===== src/rtl/mem_responder_if.sv =====
// Request/response bus between an initiator and the mem_responder word memory.
interface mem_responder_if;
  logic        MemReq;
  logic        MemWrite;
  logic [31:0] Adr;
  logic [31:0] WriteData;
  logic [31:0] ReadData;
  logic        MemReady;
  logic        MemErr;
  logic        Busy;

  modport master (
    output MemReq, MemWrite, Adr, WriteData,
    input  ReadData, MemReady, MemErr, Busy
  );

  modport slave (
    input  MemReq, MemWrite, Adr, WriteData,
    output ReadData, MemReady, MemErr, Busy
  );
endinterface


===== src/rtl/mem_responder.sv =====
// Word-addressed memory target with programmable wait states, one-cycle ready
// pulse and an error response for misaligned or out-of-range addresses.
//
// state   | meaning
// --------+-----------------------------------------------------------
// ST_IDLE | waiting for MemReq; request fields captured on acceptance
// ST_WAIT | wait-state countdown, bus inputs ignored
// ST_RESP | MemReady/MemErr/ReadData presented for exactly one cycle
module mem_responder #(
  parameter int DEPTH = 64,
  parameter int WAIT  = 2
) (
  input  logic            clk,
  input  logic            reset,
  mem_responder_if.slave  bus
);
  localparam int AW = $clog2(DEPTH);

  typedef enum logic [1:0] {ST_IDLE, ST_WAIT, ST_RESP} state_t;

  state_t      state, state_nxt;
  logic [3:0]  cnt, cnt_nxt;
  logic [31:0] adr_q, wdata_q;
  logic        write_q;
  logic        capture, enter_resp;

  logic [31:0] eff_adr, eff_wdata;
  logic        eff_write;
  logic        err;
  logic [AW-1:0] idx;

  logic [31:0] mem [DEPTH];
  logic [31:0] rdata_q;
  logic        ready_q, err_q;

  // With WAIT=0 the response is committed on the accepting edge, so the live
  // bus fields stand in for the not-yet-captured registers.
  assign eff_adr   = (state == ST_IDLE) ? bus.Adr       : adr_q;
  assign eff_wdata = (state == ST_IDLE) ? bus.WriteData : wdata_q;
  assign eff_write = (state == ST_IDLE) ? bus.MemWrite  : write_q;

  assign err = (eff_adr[1:0] != 2'b00) || (eff_adr >= 32'(4 * DEPTH));
  assign idx = eff_adr[AW+1:2];

  always_ff @(posedge clk or negedge reset) begin
    if (!reset) begin
      state <= ST_IDLE;
    end else begin
      state <= state_nxt;
    end
  end

  always_comb begin
    state_nxt  = state;
    cnt_nxt    = cnt;
    capture    = 1'b0;
    enter_resp = 1'b0;
    case (state)
      ST_IDLE: begin
        if (bus.MemReq) begin
          capture = 1'b1;
          if (WAIT == 0) begin
            state_nxt  = ST_RESP;
            enter_resp = 1'b1;
          end else begin
            cnt_nxt   = 4'(WAIT);
            state_nxt = ST_WAIT;
          end
        end
      end
      ST_WAIT: begin
        cnt_nxt = cnt - 4'd1;
        if (cnt == 4'd1) begin
          state_nxt  = ST_RESP;
          enter_resp = 1'b1;
        end
      end
      ST_RESP: begin
        state_nxt = ST_IDLE;
      end
      default: begin
        state_nxt = ST_IDLE;
      end
    endcase
  end

  always_ff @(posedge clk or negedge reset) begin
    if (!reset) begin
      cnt     <= 4'd0;
      adr_q   <= 32'd0;
      wdata_q <= 32'd0;
      write_q <= 1'b0;
      rdata_q <= 32'd0;
      ready_q <= 1'b0;
      err_q   <= 1'b0;
    end else begin
      cnt     <= cnt_nxt;
      ready_q <= enter_resp;
      err_q   <= enter_resp && err;
      if (capture) begin
        adr_q   <= bus.Adr;
        wdata_q <= bus.WriteData;
        write_q <= bus.MemWrite;
      end
      if (enter_resp) begin
        if (err) begin
          rdata_q <= 32'd0;
        end else if (!eff_write) begin
          rdata_q <= mem[idx];
        end
      end
    end
  end

  // Array is deliberately outside the reset domain so contents survive reset.
  always_ff @(posedge clk) begin
    if (enter_resp && eff_write && !err) begin
      mem[idx] <= eff_wdata;
    end
  end

  assign bus.ReadData = rdata_q;
  assign bus.MemReady = ready_q;
  assign bus.MemErr   = err_q;
  assign bus.Busy     = (state != ST_IDLE);
endmodule


===== src/flat_wrapper.sv =====
// flat-port wrapper written by rule: the top's interface ports become plain ports
module mem_responder_flat 
#(
  parameter int DEPTH = 64,
  parameter int WAIT  = 2
)
  (clk, reset, bus_MemReq, bus_MemWrite, bus_Adr, bus_WriteData, bus_ReadData, bus_MemReady, bus_MemErr, bus_Busy);
  mem_responder_if bus_i ();
  input  logic clk;
  input  logic reset;
  input wire logic [$bits(bus_i.MemReq)-1:0] bus_MemReq;
  input wire logic [$bits(bus_i.MemWrite)-1:0] bus_MemWrite;
  input wire logic [$bits(bus_i.Adr)-1:0] bus_Adr;
  input wire logic [$bits(bus_i.WriteData)-1:0] bus_WriteData;
  output wire logic [$bits(bus_i.ReadData)-1:0] bus_ReadData;
  output wire logic [$bits(bus_i.MemReady)-1:0] bus_MemReady;
  output wire logic [$bits(bus_i.MemErr)-1:0] bus_MemErr;
  output wire logic [$bits(bus_i.Busy)-1:0] bus_Busy;
  assign bus_i.MemReq = bus_MemReq;
  assign bus_i.MemWrite = bus_MemWrite;
  assign bus_i.Adr = bus_Adr;
  assign bus_i.WriteData = bus_WriteData;
  assign bus_ReadData = bus_i.ReadData;
  assign bus_MemReady = bus_i.MemReady;
  assign bus_MemErr = bus_i.MemErr;
  assign bus_Busy = bus_i.Busy;
  mem_responder #(.DEPTH(DEPTH), .WAIT(WAIT)) u_core (.clk(clk), .reset(reset), .bus(bus_i));
endmodule

===== config.mk =====
export PLATFORM = sky130hd
export DESIGN_NAME = mem_responder_flat
export DESIGN_NICKNAME = d
export VERILOG_FILES = /design/src/rtl/mem_responder_if.sv /design/src/rtl/mem_responder.sv /design/src/flat_wrapper.sv
export SDC_FILE = /design/constraint.sdc
export NUM_CORES = 2
export LEC_CHECK = 0
export BUFFER_PORTS_ARGS = -buffer_cell sky130_fd_sc_hd__buf_2
export CAP_MARGIN = 20
export CORE_MARGIN = 2
export CORE_UTILIZATION = 35
export DETAILED_ROUTE_END_ITERATION = 7
export GPL_TIMING_DRIVEN = 1
export SLEW_MARGIN = 20
export SYNTH_ARGS = -nofsm -noshare
export SYNTH_HDL_FRONTEND = slang
export SYNTH_SLANG_ARGS = --single-unit

===== constraint.sdc =====
create_clock -name clk -period 3.6 [get_ports clk]
set_clock_uncertainty 0.15 [all_clocks]
set_input_delay 0.72 -clock clk [delete_from_list [all_inputs] [get_ports clk]]
set_output_delay 0.72 -clock clk [all_outputs]
set_load 0.1 [all_outputs]

==> flow_metrics.py <==
metrics = {
    "setup_path": {
        "crit_top_cell": "buf_12",
        "crit_slowest_cell": "or4_1",
        "crit_path_max_fanout": 28,
        "cp.arrival_ns": 4.05,
        "slowest_delay_ns": 0.59,
        "startpoint_type": "register",
        "critPathCaptureType": "register",
        "crit_chain": "nor2_4 -> buf_12 -> a21oi_4 -> buf_12 -> nand2_4 -> buf_12 -> buf_4 -> o22ai_1 -> nor2_1 -> a21oi_1 -> or4_1 -> o31ai_1",
        "required_ns": 4.17,
        "path_class": "reg2reg",
    },
    "job": {
        "maxCapViolations": 0,
    },
    "timing": {
        "worst_slew_pin_slew_ns": 1.071,
        "hold_viol": 0,
        "setup_viol": 0,
        "whs_ns": 0.05792,
        "min_period_ns": 3.488,
        "setup_tns_ns": 0,
        "finalCritPeriodShare": 0.9688,
        "finalMaxSlewViolations": 0,
        "max_freq_mhz": 286.7,
        "slew_headroom": 0.2798,
        "fin_ws_ns": 0.1122,
    },
    "finish": {
        "fin_area_um2": 98320,
        "final_util": 0.4313,
        "area_delta_synth_final_pct": 22.31,
        "final_nets": 5875,
        "final_common_cell": "edfxtp_1",
        "drive_gt1_frac": 0.1767,
        "stdcell_count": 9002,
        "layout_common_cells": "edfxtp_1 (2,048), nand2_1 (903), o22ai_1 (544), buf_4 (287), a21oi_1 (235)",
    },
    "drt": {
        "drtAntennaViolNets": 0,
        "routed_wl_um": 300500,
        "viasPerCell": 6.039,
        "wl_per_cell_um": 33.38,
        "drt_iter0_markers": 9153,
        "remaining_drc_errors": 0,
        "first_pass_iters": 8,
        "vias": 54370,
    },
    "floorplanning": {
        "io_pins": 103,
        "rows": 175,
        "core_area_um2": 227900,
        "die_h_um": 483.2,
        "die_area_um2": 233500,
        "initial_utilization": 0.3527,
        "die_w_um": 483.2,
    },
    "clocking": {
        "clk_pin_slew_worst_paths_ns": 0.07,
        "numCtsBuffers": 211,
        "htreeDepth": 4,
        "cts_root_buffer": "clkbuf_16",
        "cts.sinks": 2153,
        "cts_tree": "yes",
        "clk_latency_ns": 0.88,
        "ctsLongestPathBuffers": 3,
    },
    "placement": {
        "routabilityCongestion": 0.9035,
        "place_area_um2": 90690,
        "post-place-cells": 8536,
        "dp_hpwl_um": 180200,
        "dp_slack_ns": -0.4009,
        "numPortBuffers": 102,
    },
    "grt": {
        "grt_max_degree": 76,
        "antenna_found_initial": 12,
        "grt_pass1_wl_um": 411600,
        "grt_use_met2": 0.3794,
        "gr-usage-met3": 0.06544,
        "grt_pass1_vias": 51540,
        "grtUsageMet1": 0.3332,
        "overflow": 0,
        "grt_usage": 0.2498,
        "busiest_layer": "met2",
    },
    "pwr": {
        "leakage_nw": 32.72,
        "peakVddDrop_uv": 712.2,
        "cellPowerDensity_nw_per_um2": 862.9,
        "finalPower_mw": 84.84,
    },
    "synth": {
        "yosysWarnings": 0,
        "yosys_most_used_dff": "edfxtp_1",
        "synth_top_area_share": 0.7650,
        "ys_ff_latch": 2153,
        "async_flop_share": 0.04877,
        "postSynthCellCount": 5228,
        "synth_top_area_cell": "edfxtp_1",
        "netlist_area_um2": 80390,
        "avgSynthCellArea_um2": 15.38,
        "syn_nets": 5298,
        "synth_edf_count": 2048,
        "synthDistinctLibCells": 60,
        "synth.area.top_cells": "edfxtp_1 (77%), nand2_1 (4.4%), o22ai_1 (4.2%), dfrtp_1 (3.3%), a21oi_1 (1.5%)",
        "synth-seq-area-share": 0.7977,
    },
    "worst_hold_path": {
        "min_path_type": "in2reg",
    },
    "run_status": {
        "status": "finished clean",
    },
}
==> path summary, 6_finish.rpt <==
kind                            depth (start not counted)                     end             start  slack (ns)
worst max-delay path                                   12  u_core.bus.ReadData[8]   u_core.state[1]        0.11
worst min-delay path                                    3         u_core.adr_q[4]        bus_Adr[4]        0.06
worst max register to register                         12  u_core.bus.ReadData[8]   u_core.state[1]        0.11
worst min register to register                          2        u_core.adr_q[12]  u_core.adr_q[12]        0.32
max in group asynchronous                               3  u_core.bus.ReadData[6]             reset        2.01
min in group asynchronous                               2        u_core.adr_q[22]             reset        0.41
==> critical path, delay by kind of cell, from the launching register on <==
family / cells / cell delay (ns)
AOI/OAI and AO/OA: 4 / 0.61
and+or+nand+nor: 4 / 1.23
DFF: 1 / 0.49
buffers and inverters: 4 / 0.84
==> metal layers <==
metal	up-vias	wire length, µm
met4	12	15840
met5	-	92
met3	772	38590
met2	4175	134600
met1	27690	111400
li1	21710	-
==> cell families (layout without fill, tap and decap cells) <==
| family | after synthesis | in the layout | share of synthesized area |
|---|---|---|---|
| other | 0 | 10 | 0 |
| buffers and inverters | 325 | 1080 | 0.01871 |
| adder cells (fa/ha/maj) | 2 | 2 | 0.0003112 |
| AND/OR/NAND/NOR | 1526 | 1526 | 0.07936 |
| flip-flops | 2153 | 2153 | 0.7977 |
| multiplexers | 74 | 74 | 0.009494 |
| AO/OA/AOI/OAI | 1148 | 1148 | 0.09440 |
==> report_power, final <==
| part | internal, mW | switching [mW] |
|---|---|---|
| clock | 12.4 | 9.68 |
| combinational | 8.38 | 21.4 |
| sequential | 32.5 | 0.496 |
==> state kept, by name (all words and copies together) (netlist names) <==
register and flops:
u_core.state 2, u_core.wdata_q 32, u_core.mem 2048, u_core.bus.MemReady 1, u_core.bus.MemErr 1, u_core.bus.ReadData 32, u_core.write_q 1, u_core.adr_q 32
u_core.cnt 4
==> layout make-up <==
class                   count  area, µm²
inverters                   5      21.27
multi-input cells        2750      15520
flip-flops and latches   2153      64130
diodes                     10      25.02
clock buffers             276       5694
fillers                 19910     129600
repair buffers            684       7958
clock inverters           115       1211
well taps                3009       3765
==> synth_stat cells (10+ instances only) <==
master       n
a21oi_1    235
a22oi_1     19
a31oi_1     70
a32o_1      72
a32oi_1     68
buf_1       58
buf_2      143
buf_4       24
clkbuf_1    93
dfrtp_1    105
edfxtp_1  2048
mux2i_1     67
nand2_1    948
nand3_1    117
nor2_1     229
nor3_1      87
nor4_1      84
o21ai_0     21
o221ai_1    37
o22a_1      15
o22ai_1    544
o31ai_1     22
or3_1       10
or4_1       11
==> repair_timing <==
item	in CTS	in global routing
gates cloned	0	1
hold endpoints to repair	133	0
resized for setup	7	4
setup buffers	0	1
endpoints found under the setup margin	1002	14
pin swaps	0	1
hold buffers	63	0
Power figures use the tool's default switching activity.
